$ cat src/rtl/rom_stream_pkg.sv
// Shared types and defaults for the ROM stream reader.
// Holds the FSM state enum, the FIFO entry layout and default widths.
package rom_stream_pkg;

  localparam int DEF_ADDR_W      = 8;
  localparam int DEF_DATA_W      = 8;
  localparam int DEF_ROM_LATENCY = 1;
  localparam int DEF_FIFO_DEPTH  = 2;

  typedef enum logic [1:0] {
    IDLE,
    ISSUE,
    DRAIN
  } state_e;

  typedef struct packed {
    logic                  last;
    logic [DEF_DATA_W-1:0] data;
  } fifo_entry_t;

endpackage

$ cat src/rtl/rom_stream_fifo.sv
// First-word-fall-through FIFO for the ROM stream output.
// Ports: push/wdata in, pop/rdata out (head), count of held entries.
module rom_stream_fifo
  import rom_stream_pkg::*;
#(
  parameter int  DEPTH = DEF_FIFO_DEPTH,
  parameter type T     = fifo_entry_t,
  localparam int CNT_W = $clog2(DEPTH + 1)
) (
  input  logic             clk,
  input  logic             rst,
  input  logic             push,
  input  T                 wdata,
  input  logic             pop,
  output T                 rdata,
  output logic [CNT_W-1:0] count
);

  localparam int PTR_W = (DEPTH > 1) ? $clog2(DEPTH) : 1;

  T                 mem_q [DEPTH];
  logic [PTR_W-1:0] rd_q, rd_d;
  logic [PTR_W-1:0] wr_q, wr_d;
  logic [CNT_W-1:0] cnt_q, cnt_d;
  logic             do_push;
  logic             do_pop;

  function automatic logic [PTR_W-1:0] nxt(
    input logic [PTR_W-1:0] p
  );
    if (p == PTR_W'(DEPTH - 1)) return '0;
    return p + PTR_W'(1);
  endfunction

  always_comb begin
    do_pop  = pop && (cnt_q != '0);
    // A full FIFO may still take a push when it pops in the same cycle.
    do_push = push && ((cnt_q != CNT_W'(DEPTH)) || do_pop);
    rd_d    = do_pop ? nxt(rd_q) : rd_q;
    wr_d    = do_push ? nxt(wr_q) : wr_q;
    cnt_d   = cnt_q + CNT_W'(do_push) - CNT_W'(do_pop);
  end

  always_ff @(posedge clk) begin
    if (rst) begin
      rd_q  <= '0;
      wr_q  <= '0;
      cnt_q <= '0;
    end else begin
      rd_q  <= rd_d;
      wr_q  <= wr_d;
      cnt_q <= cnt_d;
    end
  end

  always_ff @(posedge clk) begin
    if (do_push) mem_q[wr_q] <= wdata;
  end

  assign rdata = mem_q[rd_q];
  assign count = cnt_q;

endmodule

$ cat src/rtl/rom_stream_reader.sv
// Burst sequencer in front of a registered-output ROM macro.
// Ports: cmd (addr,len) in; rom_cs/rom_addr/rom_dout; out byte stream.
module rom_stream_reader
  import rom_stream_pkg::*;
#(
  parameter int ADDR_W      = DEF_ADDR_W,
  parameter int DATA_W      = DEF_DATA_W,
  parameter int ROM_LATENCY = DEF_ROM_LATENCY,
  parameter int FIFO_DEPTH  = DEF_FIFO_DEPTH
) (
  input  logic              clk,
  input  logic              rst,
  input  logic              cmd_valid,
  output logic              cmd_ready,
  input  logic [ADDR_W-1:0] cmd_addr,
  input  logic [ADDR_W-1:0] cmd_len,
  output logic              busy,
  output logic              rom_cs,
  output logic [ADDR_W-1:0] rom_addr,
  input  logic [DATA_W-1:0] rom_dout,
  output logic              out_valid,
  input  logic              out_ready,
  output logic [DATA_W-1:0] out_data,
  output logic              out_last
);

  localparam int CNT_W = $clog2(FIFO_DEPTH + 1);

  typedef struct packed {
    logic              last;
    logic [DATA_W-1:0] data;
  } entry_t;

  state_e                 state_q, state_d;
  logic [ADDR_W-1:0]      addr_q, addr_d;
  logic [ADDR_W-1:0]      rem_q, rem_d;
  logic [ROM_LATENCY-1:0] tv_q, tv_d;
  logic [ROM_LATENCY-1:0] tl_q, tl_d;

  entry_t           push_e;
  entry_t           head_e;
  logic             push;
  logic             pop;
  logic [CNT_W-1:0] fcnt;
  int               inflight;
  int               used;
  logic             credit;

  always_comb begin
    inflight = $countones(tv_q);
    pop      = out_valid && out_ready;
    // Reads in flight plus stored bytes, less the one leaving now.
    used     = inflight + int'(fcnt) - int'(pop);
    credit   = used < FIFO_DEPTH;

    state_d   = state_q;
    addr_d    = addr_q;
    rem_d     = rem_q;
    rom_cs    = 1'b0;
    cmd_ready = 1'b0;

    unique case (state_q)
      IDLE: begin
        cmd_ready = 1'b1;
        if (cmd_valid) begin
          addr_d  = cmd_addr;
          rem_d   = cmd_len;
          state_d = ISSUE;
        end
      end
      ISSUE: begin
        if (credit) begin
          rom_cs = 1'b1;
          addr_d = addr_q + ADDR_W'(1);
          rem_d  = rem_q - ADDR_W'(1);
          if (rem_q == '0) state_d = DRAIN;
        end
      end
      DRAIN: begin
        if (inflight == 0 && fcnt == '0) state_d = IDLE;
      end
      default: state_d = IDLE;
    endcase

    tv_d[0] = rom_cs;
    tl_d[0] = rom_cs && (rem_q == '0);
    for (int i = 1; i < ROM_LATENCY; i++) begin
      tv_d[i] = tv_q[i-1];
      tl_d[i] = tl_q[i-1];
    end
  end

  always_ff @(posedge clk) begin
    if (rst) begin
      state_q <= IDLE;
      addr_q  <= '0;
      rem_q   <= '0;
      tv_q    <= '0;
      tl_q    <= '0;
    end else begin
      state_q <= state_d;
      addr_q  <= addr_d;
      rem_q   <= rem_d;
      tv_q    <= tv_d;
      tl_q    <= tl_d;
    end
  end

  assign push        = tv_q[ROM_LATENCY-1];
  assign push_e.last = tl_q[ROM_LATENCY-1];
  assign push_e.data = rom_dout;

  rom_stream_fifo #(
    .DEPTH (FIFO_DEPTH),
    .T     (entry_t)
  ) u_fifo (
    .clk   (clk),
    .rst   (rst),
    .push  (push),
    .wdata (push_e),
    .pop   (pop),
    .rdata (head_e),
    .count (fcnt)
  );

  assign out_valid = (fcnt != '0);
  assign out_data  = out_valid ? head_e.data : '0;
  assign out_last  = out_valid && head_e.last;
  assign rom_addr  = addr_q;
  assign busy      = (state_q != IDLE);

endmodule

$ cat config.mk
export PLATFORM = sky130hd
export DESIGN_NAME = rom_stream_reader
export DESIGN_NICKNAME = d
export VERILOG_FILES = /design/src/rtl/rom_stream_pkg.sv /design/src/rtl/rom_stream_fifo.sv /design/src/rtl/rom_stream_reader.sv
export SDC_FILE = /design/constraint.sdc
export NUM_CORES = 1
export LEC_CHECK = 0
export CAP_MARGIN = 20
export CELL_PAD_IN_SITES_DETAIL_PLACEMENT = 0
export CELL_PAD_IN_SITES_GLOBAL_PLACEMENT = 1
export CORE_ASPECT_RATIO = 2
export CORE_UTILIZATION = 41
export DETAILED_ROUTE_END_ITERATION = 10
export GPL_ROUTABILITY_DRIVEN = 0
export PLACE_DENSITY_LB_ADDON = 0.1
export SETUP_SLACK_MARGIN = 0.3
export SYNTH_ARGS = -nofsm -noshare
export SYNTH_HDL_FRONTEND = slang
export SYNTH_SLANG_ARGS = --single-unit
$ cat constraint.sdc
create_clock -name clk -period 5.35 [get_ports clk]
set_input_delay 1.3375 -clock clk [delete_from_list [all_inputs] [get_ports clk]]
set_output_delay 1.3375 -clock clk [all_outputs]
set_load 0.03 [all_outputs]
==> flow_summary.json, run 1 <==
{
  "status": "complete, no violations",
  "post_drt_wl_per_cell_um": 15.8,
  "grt_usage": 0.201,
  "route.detailed.drc": 0,
  "grt_pass1_vias": 1806,
  "cp_cell_sequence": "clkdlybuf4s50_1, nor2b_1, ha_1, nand2b_1, fa_1, xnor2_2, a22oi_2, nor2_1, buf_4",
  "nets": 309,
  "p_per_area_mw_per_mm2": 560,
  "initial_core_util": 0.430,
  "crit_family": "buffers and inverters",
  "drt_iter0_drc": 36,
  "root_buffer": "clkbuf_8",
  "n_antenna_cell": 0,
  "ys.flop_type": "dfxtp_1",
  "die_area_mm2": 0.00580,
  "crit_slowest_cell": "clkdlybuf4s50_1",
  "num_vias": 1879,
  "pin_count": 49,
  "path_depth": 9,
  "numCtsBuffers": 5,
  "finalSetupTns_ns": 0,
  "final_cells": 331,
  "finalSetupViolations": 0,
  "critPathRequiredTime_ns": 4.01,
  "place_ws_ns": 0.437,
  "rsz0062_at_grt": "false",
  "max-vdd-ir-drop_v": 0.000302,
  "syn_area_mm2": 0.00225,
  "cts_tree": "yes",
  "grt_pass1_wl_um": 8530,
  "placedCellCount": 321,
  "postSynthCellCount": 226,
  "synthArstFlopShare": 0,
  "rrSetupSlack_ns": 2.53,
  "leakage_nw": 1.02,
  "finClkSkew_ns": 0.00749,
  "antenna_found_initial": 0,
  "die_h_um": 107,
  "ys_warn_count": 0,
  "period_minus_slack_ns": 4.83,
  "area_growth_pct": 29.3,
  "r2r_start": "u_fifo.count[1]",
  "syn_avg_cell_area_um2": 9.95,
  "grt_max_degree": 29,
  "max_freq_ghz": 0.207,
  "setup_ws_ns": 0.520,
  "holdBufCountCts": 0,
  "rr_worst_depth": 9,
  "critPathMaxFanout": 3,
  "ant_nets": 0,
  "worst_slew_pin_slew_ns": 0.813,
  "drt_pass1_iterations": 4,
  "r2r-end": "rem_q[0]",
  "cp_slowest_stage_delay_ns": 0.49,
  "h-tree-depth": 2,
  "synth_fp_nets": 263,
  "drt_wl_total_um": 5250,
  "start_kind": "primary input",
  "via_per_inst": 5.68,
  "maxCapViolations": 0,
  "hold_path.class": "flop to flop",
  "synth-edff-count": 18,
  "die_w_um": 54.4,
  "synthDistinctLibCells": 50,
  "hold_violations": 0,
  "placementRows": 37,
  "fin_crit_sh": 0.903,
  "clkLatencyLatePin_ns": 0.29,
  "clockBufferDepth": 2,
  "port_buffers": 48,
  "clkTransAtPathRegs_ns": 0.08,
  "gr-total-overflow": 0,
  "crit_arrival_ns": 3.49,
  "startpoint": "out_ready",
  "crit_buf_inv": 2,
  "finalMaxSlewViolations": 0,
  "endpoint": "rom_cs",
  "maxSlewHeadroom": 0.458,
  "ys_seq_elements": 43,
  "dp_hpwl_um": 3900,
  "drive_gt1_frac": 0.0842,
  "critical_path_class": "primary input to output pin",
  "yosysSeqAreaShare": 0.463,
  "core_mm2": 0.00523,
  "clock_sinks": 43,
  "setup.worst_path.end_class": "output pin"
}
layer usage:
metal  share of wire  GRT usage  wire (µm)
met5               0          0          0
met4           0.017     0.0659         89
met3           0.034     0.0270        179
met2            0.57      0.375       2990
met1            0.38      0.214       1980
cell usage after synthesis (2+ instances only):
cell | number | area share
dfxtp_1 | 25 | 0.22
nand2_1 | 13 | 0.022
nor4_1 | 3 | 0.0083
ha_1 | 8 | 0.045
xnor2_1 | 4 | 0.016
nand4_1 | 3 | 0.0083
o21ai_0 | 7 | 0.016
nand2b_1 | 8 | 0.022
a31oi_1 | 5 | 0.014
a211oi_1 | 2 | 0.0067
a311oi_1 | 4 | 0.016
mux2i_1 | 9 | 0.040
nor3_1 | 8 | 0.018
inv_1 | 9 | 0.015
or3_1 | 3 | 0.0083
nand3_1 | 6 | 0.013
o32ai_1 | 3 | 0.012
a211o_1 | 2 | 0.0078
o211ai_1 | 2 | 0.0067
buf_2 | 5 | 0.011
o31ai_1 | 3 | 0.010
nor3b_1 | 2 | 0.0067
clkbuf_1 | 6 | 0.010
nor2b_1 | 6 | 0.017
a21oi_1 | 13 | 0.029
nor2_1 | 24 | 0.040
a221oi_2 | 3 | 0.020
edfxtp_1 | 18 | 0.24
worst register-to-register path: cells and delay by family (launching register included):
| family | cells | cell delay [ns] |
|---|---|---|
| DFF | 1 | 0.47 |
| xor gates and xnor gates | 1 | 0.19 |
| AOI/OAI and AO/OA | 2 | 0.81 |
| adders and majority gates | 2 | 0.67 |
| and+or+nand+nor | 4 | 0.60 |
cell families (layout without fill, tap and decap cells):
group,Yosys count,after routing,share of synthesized area
AND/OR/NAND/NOR,83,83,0.188
AO/OA/AOI/OAI,54,54,0.188
flip-flops,43,43,0.463
buffers and inverters,23,70,0.0445
adder cells (fa/ha/maj),9,9,0.0534
multiplexers,9,9,0.0401
XOR/XNOR,5,5,0.0228
stage by stage:
stage	utilization	instance area (µm²)	hold slack, ns	total power, mW
floorplan	-	2250	0.404	1.07
global placement	0.526	2750	0.417	1.32
detailed placement	0.526	2750	0.423	1.33
CTS	0.551	2880	0.450	1.63
global route	0.556	2910	0.482	1.75
finish	0.556	2910	0.447	1.63
what timing repair did:
action	in CTS	in global routing
endpoints found under the hold margin	0	0
endpoints found under the setup margin	0	1
buffers inserted	0	1
gates resized for setup	0	0
area by class of cell:
| class | count | area (µm²) |
|---|---|---|
| Multi-Input combinational cell | 160 | 1110 |
| Tap cell | 58 | 72.6 |
| Sequential cell | 43 | 1040 |
| Clock buffer | 6 | 72.6 |
| Clock inverter | 2 | 60.1 |
| Fill cell | 521 | 2320 |
| Inverter | 10 | 37.5 |
| Timing Repair Buffer | 52 | 515 |
registers in the layout, summed over array words and instances (netlist names), named ones only:
signal        count
state_q           2
push              1
u_fifo.count      2
u_fifo.rd_q       1
u_fifo.wr_q       1
tl_q              1
u_fifo.mem_q     18
rem_q             8
rom_addr          8
cells in the final DEF, fill, tap and decap left out, types with 2 or more instances in the layout:
cell type	synthesis	final
a21oi_1	13	13
clkbuf_8	0	5
nor3_1	8	8
nor4_1	3	3
nor2_1	24	24
bufinv_16	0	2
or3_1	3	3
nor3b_1	2	2
a211o_1	2	2
xnor2_1	4	4
a311oi_1	4	4
o32ai_1	3	3
o31ai_1	3	3
inv_1	9	9
a211oi_1	2	2
edfxtp_1	18	18
o211ai_1	2	2
nor2b_1	6	6
mux2i_1	9	9
ha_1	8	8
nand2_1	13	13
a31oi_1	5	5
nand3_1	6	6
buf_4	0	4
a221oi_2	3	3
nand4_1	3	3
dfxtp_1	25	25
clkdlybuf4s50_1	0	47
nand2b_1	8	8
o21ai_0	7	7
power by group:
| group | leakage [nW] | total [mW] | switching [mW] | internal [mW] |
|---|---|---|---|---|
| clock | 0.0654 | 0.295 | 0.109 | 0.187 |
| combinational | 0.589 | 0.830 | 0.479 | 0.351 |
| sequential | 0.370 | 0.503 | 0.0845 | 0.419 |
| total | 1.02 | 1.63 | 0.672 | 0.957 |
worst min path at each step:
stage | startpoint | slack [ns] | cells past startpoint | end
floorplan | tl_q | 0.40 | 0 | u_fifo.mem_q[0][8]
global placement | tl_q | 0.42 | 0 | u_fifo.mem_q[0][8]
detailed placement | tl_q | 0.42 | 0 | u_fifo.mem_q[1][8]
CTS | tl_q | 0.45 | 0 | u_fifo.mem_q[1][8]
global route | tl_q | 0.48 | 0 | u_fifo.mem_q[1][8]
finish | tl_q | 0.45 | 0 | u_fifo.mem_q[1][8]
Power figures use the tool's default switching activity.
==> run 2: changes to the inputs <==
--- a/config.mk
+++ b/config.mk
@@ -13,7 +13,7 @@
 export DETAILED_ROUTE_END_ITERATION = 10
 export GPL_ROUTABILITY_DRIVEN = 0
 export PLACE_DENSITY_LB_ADDON = 0.1
-export SETUP_SLACK_MARGIN = 0.3
+export SETUP_SLACK_MARGIN = 0.5
 export SYNTH_ARGS = -nofsm -noshare
 export SYNTH_HDL_FRONTEND = slang
 export SYNTH_SLANG_ARGS = --single-unit
==> run 2 against run 1 <==
  * Register-to-register slack worse by 0.09 ns
  * Combinational power is 2% higher
  * Power is 0.98% higher
  * Clock power hardly changed
  * Maximum frequency is 2.2% higher
  * Global-route usage stayed put
  * Hold slack worse by 0.0017 ns
  * Sequential power hardly changed
==> flow_summary.json, run 2 (synthesis gave the netlist of run 1 again) <==
{
  "p_sw_uw": 677,
  "crit_arrival_ns": 3.39,
  "via_per_inst": 5.67,
  "drt_pass1_iterations": 4,
  "pin_count": 49,
  "placed_cell_area_mm2": 0.00275,
  "grt_pass1_vias": 1810,
  "max_freq_ghz": 0.212,
  "p_int_uw": 968,
  "layout_commonest_cell": "clkdlybuf4s50_1",
  "cp_cell_sequence": "clkdlybuf4s50_1, nor2b_4, ha_1, nand2b_1, fa_1, xnor2_2, a22oi_2, nor2_1, buf_4",
  "nets": 310,
  "critical_path_class": "primary input to output pin",
  "status": "complete, no violations",
  "die_area_mm2": 0.00580,
  "hold_violations": 0,
  "fin_crit_sh": 0.883,
  "largest_reg_flops": 18,
  "hold_path.class": "flop to flop",
  "root_buffer": "clkbuf_8",
  "finClkSkew_ns": 0.00755,
  "clockBufferDepth": 2,
  "setup.worst_path.end_class": "output pin",
  "clkLatencyLatePin_ns": 0.29,
  "leakage_nw": 1.03,
  "swShare": 0.411,
  "ant_nets": 0,
  "antenna_found_initial": 0,
  "crit_slowest_cell": "clkdlybuf4s50_1",
  "critPathRequiredTime_ns": 4.01,
  "die_h_um": 107,
  "finalSetupTns_ns": 0,
  "max-vdd-ir-drop_v": 0.000332,
  "grt_pass1_wl_um": 8530,
  "clock_power_share": 0.180,
  "critPathMaxFanout": 3,
  "maxSlewHeadroom": 0.455,
  "grt_usage": 0.201,
  "largest-register": "u_fifo.mem_q",
  "area_growth_pct": 29.9,
  "cp_slowest_stage_delay_ns": 0.49,
  "combPwrFrac": 0.514,
  "crit_family": "buffers and inverters",
  "p_total_mw": 1.64,
  "sequentialPowerShare": 0.306,
  "p_per_area_mw_per_mm2": 563,
  "post_drt_wl_per_cell_um": 15.8,
  "cts_tree": "yes",
  "rsz0062_at_grt": "false",
  "worst_slew_pin_slew_ns": 0.818,
  "drive_gt1_frac": 0.0912,
  "fin_area_mm2": 0.00292,
  "port_buffers": 48,
  "num_vias": 1882,
  "maxCapViolations": 0,
  "min_from": "tl_q",
  "finalMaxSlewViolations": 0,
  "crit_buf_inv": 2,
  "r2r_start": "u_fifo.count[1]",
  "layout_common_cells": "clkdlybuf4s50_1 (47), dfxtp_1 (25), nor2_1 (24)",
  "grt_max_degree": 29,
  "numCtsBuffers": 5,
  "clkTransAtPathRegs_ns": 0.08,
  "drt_wl_total_um": 5250,
  "startpoint": "out_ready",
  "initial_core_util": 0.430,
  "core_mm2": 0.00523,
  "period_minus_slack_ns": 4.73,
  "placementRows": 37,
  "finalSetupViolations": 0,
  "holdBufCountCts": 0,
  "clock_sinks": 43,
  "h-tree-depth": 2,
  "n_antenna_cell": 0,
  "dp_hpwl_um": 3900,
  "die_w_um": 54.4,
  "worst_hold_slack_ns": 0.446,
  "drt_iter0_drc": 50,
  "start_kind": "primary input",
  "route.detailed.drc": 0,
  "gr-total-overflow": 0
}
[run 2: cell types whose count changed in the layout (fill, tap and decap cells not counted), sizes merged]
cell,delta
buf,+1
[run 2: repair_timing]
| item | CTS | global route |
|---|---|---|
| pin swaps | 1 | 1 |
| cloned | 0 | 0 |
| endpoints found under the setup margin | 1 | 1 |
| setup buffers | 1 | 1 |
| resized for setup | 0 | 2 |
| hold endpoints to repair | 0 | 0 |
[run 2: final timing paths]
| check | depth (start not counted) | end | slack (ns) |
|---|---|---|---|
| hold reg to reg | 0 | u_fifo.mem_q[1][8] | 0.45 |
| hold / removal | 0 | u_fifo.mem_q[1][8] | 0.45 |
| setup reg to reg | 10 | rem_q[0] | 2.44 |
| setup / recovery | 9 | rom_cs | 0.62 |
[run 2: worst register-to-register path, delay by kind of cell (launching register included)]
kind	cells	cell delay (ns)
xor+xnor	1	0.17
fa+ha+maj	2	0.69
buf+inv	1	0.15
flops	1	0.39
simple gates	4	0.65
compound gates	2	0.78
[run 2: power by group through the flow]
stage                     clock (mW)  combinational (mW)  sequential, mW
after detailed placement           0               0.817           0.512
after global routing           0.318               0.930           0.518
after CTS                      0.300               0.837           0.505
after global placement             0               0.807           0.511
after floorplan                    0               0.558           0.513
final                          0.296               0.846           0.503
[run 2: layout make-up]
type / instances / area [µm²]
Clock buffer: 6 / 72.6
Clock inverter: 2 / 60.1
Fill cell: 525 / 2310
Inverter: 10 / 37.5
Multi-Input combinational cell: 160 / 1110
Sequential cell: 43 / 1040
Tap cell: 58 / 72.6
Timing Repair Buffer: 53 / 523
[run 2: stage by stage]
stage                     instances   util  setup WS (ns)
after floorplan                 226      -          0.929
after global placement          321  0.526          0.486
after detailed placement        321  0.526          0.437
after CTS                       330  0.553          0.504
after global routing            332  0.558          0.508
final                           332  0.558          0.625
[run 2: metal layers]
| metal | global-route usage | part of all wire |
|---|---|---|
| met1 | 0.214 | 0.38 |
| met2 | 0.375 | 0.57 |
| met3 | 0.0270 | 0.034 |
| met4 | 0.0659 | 0.017 |
| met5 | 0 | 0 |
